### config.mk
export PLATFORM = sky130hd
export DESIGN_NAME = maxtest3
export DESIGN_NICKNAME = d
export VERILOG_FILES = /design/src/rtl/maxtest3.sv
export SDC_FILE = /design/constraint.sdc
export NUM_CORES = 1
export LEC_CHECK = 0
export ABC_AREA = 1
export CAP_MARGIN = 20
export CORE_UTILIZATION = 55
export DETAILED_ROUTE_END_ITERATION = 8
export PLACE_DENSITY = 0.86
export SYNTH_ARGS = -nofsm -noshare
export SYNTH_HDL_FRONTEND = slang
export SYNTH_SLANG_ARGS = --single-unit
### constraint.sdc
create_clock -name ACLK -period 2.58 [get_ports ACLK]
set_input_delay 0.516 -clock ACLK [delete_from_list [all_inputs] [get_ports ACLK]]
set_output_delay 0.516 -clock ACLK [all_outputs]
set_load 0.05 [all_outputs]
### src/rtl/maxtest3.sv
// Per-packet unsigned maximum and beat count over an AXI-Stream slave port.
// Optional MAXTEST3_INDEX_EN adds MAX_INDEX, the 0-based position of the first maximum.
module maxtest3 #(
  parameter int STREAM_WIDTH = 32
) (
  input  logic                    ACLK,
  input  logic                    ARESET_n,
  output logic                    TREADY,
  input  logic [STREAM_WIDTH-1:0] TDATA,
  input  logic                    TLAST,
  input  logic                    TVALID,
  output logic [STREAM_WIDTH-1:0] MAX_DATA,
  output logic                    MAX_VALID,
  output logic [15:0]             MAX_COUNT
`ifdef MAXTEST3_INDEX_EN
  ,
  output logic [15:0]             MAX_INDEX
`endif
);

  typedef enum logic {
    ST_FIRST = 1'b0,
    ST_ACCUM = 1'b1
  } state_t;

  localparam logic [15:0] CNT_MAX = 16'hFFFF;

  state_t                  state_q, state_d;
  logic                    tready_q, tready_d;
  logic [STREAM_WIDTH-1:0] run_max_q, run_max_d;
  logic [15:0]             count_q, count_d;
  logic [STREAM_WIDTH-1:0] max_data_q, max_data_d;
  logic [15:0]             max_count_q, max_count_d;
  logic                    max_valid_q, max_valid_d;

  logic                    accept;
  logic                    beat_gt;
  logic [STREAM_WIDTH-1:0] beat_max;
  logic [15:0]             beat_cnt;

  // Handshake: a beat transfers on a rising edge where TVALID and TREADY are both 1;
  // TDATA/TLAST are don't-care otherwise. TREADY never drops once out of reset.
  assign accept  = TVALID & tready_q;
  assign beat_gt = TDATA > run_max_q;

`ifdef MAXTEST3_INDEX_EN
  logic [15:0] run_idx_q, run_idx_d;
  logic [15:0] max_index_q, max_index_d;
  logic [15:0] beat_idx;
`endif

  // Running max/count as they stand once the current beat is folded in.
  always_comb begin
    beat_max = TDATA;
    beat_cnt = 16'd1;
`ifdef MAXTEST3_INDEX_EN
    beat_idx = 16'd0;
`endif
    if (state_q == ST_ACCUM) begin
      beat_max = beat_gt ? TDATA : run_max_q;
      beat_cnt = (count_q == CNT_MAX) ? CNT_MAX : count_q + 16'd1;
`ifdef MAXTEST3_INDEX_EN
      // count_q is this beat's position; it saturates together with the count.
      beat_idx = beat_gt ? count_q : run_idx_q;
`endif
    end
  end

  always_comb begin
    tready_d    = 1'b1;
    state_d     = state_q;
    run_max_d   = run_max_q;
    count_d     = count_q;
    max_data_d  = max_data_q;
    max_count_d = max_count_q;
    max_valid_d = 1'b0;
`ifdef MAXTEST3_INDEX_EN
    run_idx_d   = run_idx_q;
    max_index_d = max_index_q;
`endif
    if (accept) begin
      run_max_d = beat_max;
      count_d   = beat_cnt;
`ifdef MAXTEST3_INDEX_EN
      run_idx_d = beat_idx;
`endif
      if (TLAST) begin
        state_d     = ST_FIRST;
        max_valid_d = 1'b1;
        max_data_d  = beat_max;
        max_count_d = beat_cnt;
`ifdef MAXTEST3_INDEX_EN
        max_index_d = beat_idx;
`endif
      end else begin
        state_d = ST_ACCUM;
      end
    end
  end

  always_ff @(posedge ACLK or negedge ARESET_n) begin
    if (!ARESET_n) begin
      state_q     <= ST_FIRST;
      tready_q    <= 1'b0;
      run_max_q   <= '0;
      count_q     <= '0;
      max_data_q  <= '0;
      max_count_q <= '0;
      max_valid_q <= 1'b0;
`ifdef MAXTEST3_INDEX_EN
      run_idx_q   <= '0;
      max_index_q <= '0;
`endif
    end else begin
      state_q     <= state_d;
      tready_q    <= tready_d;
      run_max_q   <= run_max_d;
      count_q     <= count_d;
      max_data_q  <= max_data_d;
      max_count_q <= max_count_d;
      max_valid_q <= max_valid_d;
`ifdef MAXTEST3_INDEX_EN
      run_idx_q   <= run_idx_d;
      max_index_q <= max_index_d;
`endif
    end
  end

  assign TREADY    = tready_q;
  assign MAX_DATA  = max_data_q;
  assign MAX_COUNT = max_count_q;
  assign MAX_VALID = max_valid_q;
`ifdef MAXTEST3_INDEX_EN
  assign MAX_INDEX = max_index_q;
`endif

endmodule

# ---- Word-level counts from Yosys, hierarchy flattened
# Index checks and enable logic that the tools add are counted.
dict set report word_totals {
  register_bits 99
  in_bits 36
  output_inout_bits 50
  wordCells 19
}
dict set report classes {
  add_sub_neg 1
  order_cmp 1
  eq_ne 1
  muxes 7
  bitwise_logic 1
  n_reduce_logical 1
}
# op n
set ops {}
lappend ops {{32-bit 2-to-1 mux} 2}
lappend ops {{32-bit greater-than comparator} 1}
lappend ops {{16-bit 2-to-1 mux} 2}
lappend ops {{16-bit by 1-bit adder with 16-bit output (second input constant)} 1}
lappend ops {{16-bit equality test (second input constant)} 1}
lappend ops {{1-bit 2-to-1 mux} 3}
lappend ops {{2-bit AND reduction} 1}
lappend ops {{1-bit AND} 1}

# ---- Depth between registers and ports, before layout
dict set report depth {
  depth_word 3
  mapped_depth 19
}

# ---- Worst setup path after synthesis
# OpenSTA, ideal clock, no wires.
dict set report synth_path {
  kind {input port to flip-flop}
  start {in TDATA[31]}
  end {reg run_max_q[10]}
  setup_ns 0.118
  arrival_time_ns 1.824
  required_ns 2.462
  path_slack_ns 0.638
  stages 13
  n_path_buf 1
  path_cell_list {ha_1 -> nand2_1 -> nor2_1 -> nand2_1 -> nor2_1 -> nand2_1 -> nand2_1 -> nand2_1 -> nand2_1 -> buf_4 -> nand2_1 -> nand3_1 -> nand2_1}
}
dict set report synth_via {
  elab_chain_cells 3
}
# element line
set synth_lines {}
lappend synth_lines {{start, declared} 9} ;# input logic [STREAM_WIDTH-1:0] TDATA,
lappend synth_lines {{32-bit greater-than comparator} 44} ;# assign beat_gt = TDATA > run_max_q;
lappend synth_lines {{32-bit 2-to-1 mux} 60} ;# beat_max = beat_gt ? TDATA : run_max_q;
lappend synth_lines {{32-bit 2-to-1 mux} 59} ;# if (state_q == ST_ACCUM) begin
lappend synth_lines {{end signal, assigned} 117} ;# run_max_q <= run_max_d;
lappend synth_lines {{end, declared} 30} ;# logic [STREAM_WIDTH-1:0] run_max_q, run_max_d;
# No other way between the ends.
# A chain may end at the register's enable or synchronous reset.

# ---- Final worst setup path
dict set report layout_path {
  start {in TDATA[31]}
  end {reg max_data_q[31], in the netlist MAX_DATA[31]}
}
dict set report layout_via {
  elab_chain_cells 3
}
# element line
set layout_lines {}
lappend layout_lines {{32-bit greater-than comparator} 44}
lappend layout_lines {{32-bit 2-to-1 mux} 60}
lappend layout_lines {{32-bit 2-to-1 mux (*)} 59}
lappend layout_lines {{end signal, assigned} 119} ;# max_data_q <= max_data_d;
lappend layout_lines {{end, declared} 32} ;# logic [STREAM_WIDTH-1:0] max_data_q, max_data_d;
# Every way passes the cells marked *; elsewhere a longest branch is shown, timed or not.

==> impl_results.md <==
* Reg clk slew, reported paths at 0.10 ns
* First-pass GRT wire length at 23080 um
* Critical path arrival at 2.64 ns
* Synth Net Count at 795
* Crit path capture type: flip-flop
* Mean post-synth cell area at 7.673 um2
* Number of diodes at 0
* Critical-path cell list: clkdlybuf4s50_1 -> ha_1 -> nand2_1 -> nor2_1 -> nand2_1 -> nor2_1 -> nand2_1 -> nand2_1 -> nand2_1 -> nand2_2 -> buf_4 -> nand2_1 -> nand3_1 -> nand2_1
* Final Critical Period at 2.369 ns
* Final Setup Violations at 0
* Placed Area at 6590 um2
* Pre-antenna DRT Iters at 6
* Routed WL per cell at 14.52 um
* Setup WS pre-CTS at -0.1732 ns
* Tcrit/Tclk final at 91.83%
* Final Cell Area at 6771 um2
* Die height at 102.6 um
* CTS sink cnt at 99
* Max IR drop VDD at 0.0004992 V
* Power per cell area at 802.0 nW/um2
* Top FF cell, synth: dfrtp_1
* RePlAce Congestion at 0.9181
* Critical Path RT at 2.85 ns
* Clock Tree Buf Depth at 2
* Fin Setup TNS at 0 ns
* Synth async-reset ratio at 100.0%
* Yosys warns at 0
* DRT Wirelength at 13760 um
* Max-cap check violation count at 0
* Clock Skews at 0.01026 ns
* Final setup margin at 0.2108 ns
* Setup crit start kind: input pin
* Die Wd at 102.6 um
* DRT iter0 DRCs at 296
* Nets at 879
* Sequential area share after synthesis at 44.47%
* WS Path Type: input pin to flip-flop
* Unrepaired setup endpoints after global routing: no
* Cells after Synth at 726
* DR DRC count at 0
* Endpoints failing hold at 0
* Largest net degree at the start of global routing at 67
* Final antenna-violating net count at 0
* DP HPWL at 9643 um
* Leakage at 3.540 nW
* FP Rows at 36
* Worst-path fanout max at 9
* CTS Root Buffer Type: clkbuf_8
* IO buf count at 85
* Die ar. at 10530 um2
* H-tree Lvls at 3
* Gr ovfl total at 0
* Vias at 5124
* Synth-to-layout area growth at 21.56%
* Slowest cell delay on critical path at 0.46 ns
* CP max-delay cell: clkdlybuf4s50_1
* Share of cells above drive strength 1 at 8.098%
* Via density at 5.405
* Post-CTS setup buffer count at 0
* Clk_lat worst skew at 0.38 ns
* FF+latch count, synth at 99
* Worst Hold Class: input pin to asynchronous set/reset pin
* FF-to-FF Start: run_max_q[31]
* Yosys cell types at 37
* Worst slew pin tran at 0.5710 ns
* Total GRT Usage at 28.36%
* Initial antenna violation count at 0
* Post-synth EDFFs at 0
* CTS Buf Count at 9
* Pins Over Slew Limit at 0
* Outcome: finished, final reports clean
* Synthesized cell area at 5570 um2
* Setup crit start: TDATA[31]
* Vias in the first global route at 5063
* Cell mode on critical path: nand2_1
* Core Region at 9774 um2
* Max Fclk at 422.1 MHz
* CTS tree: built
* Io pins at 86
* Initial Util at 56.99%
* Max transition margin at 61.93%
* Reg2Reg Setup Slack at 0.43 ns
final timing paths:
check | end | depth (start not counted)
hold reg to reg | MAX_COUNT[7] | 2
hold / removal | run_max_q[25] | 1
max in group asynchronous | MAX_DATA[19] | 2
min in group ACLK | MAX_COUNT[7] | 2
setup reg to reg | MAX_DATA[31] | 14
setup / recovery | MAX_DATA[31] | 14
cells in the final DEF, fill, tap and decap left out, types with 2 or more instances in the layout:
cell type,n
nand3_1,106
clkbuf_8,10
nor2_1,13
a21oi_1,17
inv_2,4
inv_1,81
nand2_1,280
a21oi_2,6
xor2_1,5
nand4_1,3
a21o_1,2
dfrtp_1,99
clkinv_4,3
o21a_1,2
clkinv_2,3
ha_1,33
buf_4,19
nand3_2,3
buf_12,2
nand3_4,2
clkdlybuf4s50_1,84
o21ai_1,18
nor2_4,4
nand2_4,2
nand2_2,3
metrics by stage:
| stage | instances | hold WS (ns) | utilization [%] | total power, mW |
|---|---|---|---|---|
| floorplan | 726 | 0.2204 | - | 3.664 |
| global placement | 932 | 0.4613 | 67.42 | 4.377 |
| detailed placement | 932 | 0.4642 | 67.42 | 4.475 |
| CTS | 948 | 0.1030 | 69.25 | 5.428 |
| global route | 948 | 0.1295 | 69.28 | 5.731 |
| finish | 948 | 0.08615 | 69.28 | 5.431 |
cells by family after synthesis:
| kind of cell | synth area share (%) |
|---|---|
| DFF | 44.47 |
| and+or+nand+nor | 33.00 |
| adders and majority gates | 7.412 |
| xor gates and xnor gates | 0.9434 |
| buffers and inverters | 8.782 |
| AOI/OAI and AO/OA | 5.323 |
| other | 0.06732 |
per-layer routing:
| layer | global-route usage, % | vias to the layer above | part of all wire [%] |
|---|---|---|---|
| met5 | 0 | - | 0 |
| met4 | 14.29 | 0 | 3.1 |
| met3 | 3.525 | 46 | 6.3 |
| met2 | 46.92 | 232 | 49 |
| met1 | 36.83 | 2391 | 42 |
| li1 | - | 2455 | - |
worst max-delay path: cells and delay by family:
family	cells	cell delay [ns]
buf+inv	2	0.64
fa+ha+maj	1	0.34
simple gates	11	1.14
power breakdown:
| group | total [mW] | internal, mW | switching (mW) |
|---|---|---|---|
| registers | 2.08 | 1.87 | 0.212 |
| logic | 2.40 | 0.837 | 1.56 |
| clock network | 0.950 | 0.377 | 0.572 |
| total | 5.43 | 3.09 | 2.34 |
Yosys cell counts, types with 2 or more instances:
library cell | count | share of area [%]
nand4_1 | 3 | 0.34
buf_4 | 4 | 0.54
nand2_4 | 2 | 0.40
nand3_1 | 106 | 9.5
nand2_1 | 281 | 19
o21a_1 | 2 | 0.27
buf_6 | 2 | 0.40
nand3_4 | 2 | 0.63
nand2_2 | 2 | 0.22
ha_1 | 33 | 7.4
inv_1 | 81 | 5.5
nor2_4 | 4 | 0.81
inv_2 | 4 | 0.27
a21o_1 | 2 | 0.27
xor2_1 | 5 | 0.79
buf_2 | 4 | 0.36
nor2_1 | 13 | 0.88
buf_1 | 8 | 0.54
dfrtp_1 | 99 | 44
o21ai_1 | 18 | 1.6
clkbuf_1 | 12 | 0.81
a21oi_1 | 17 | 1.5
a21oi_2 | 6 | 0.94
nand3_2 | 3 | 0.54
flip-flops by register name (all words and copies together) (netlist names):
name,cells
MAX_DATA,32
run_max_q,32
MAX_COUNT,16
count_q,16
MAX_VALID,1
TREADY,1
state_q,1
layout make-up:
class,instances,area [um2]
fill,801,3003
sequential,99,2477
clock buffer,10,137.6
multi-input combinational,510,2606
inverter,85,319.1
clock inverter,6,41.29
timing repair buffer,105,1023
tap,133,166.4
timing repair:
item,CTS,global route
hold buffers,0,0
gates resized for setup,0,1
endpoints found under the hold margin,0,0
endpoints found under the setup margin,0,1
Power figures use the tool's default switching activity.
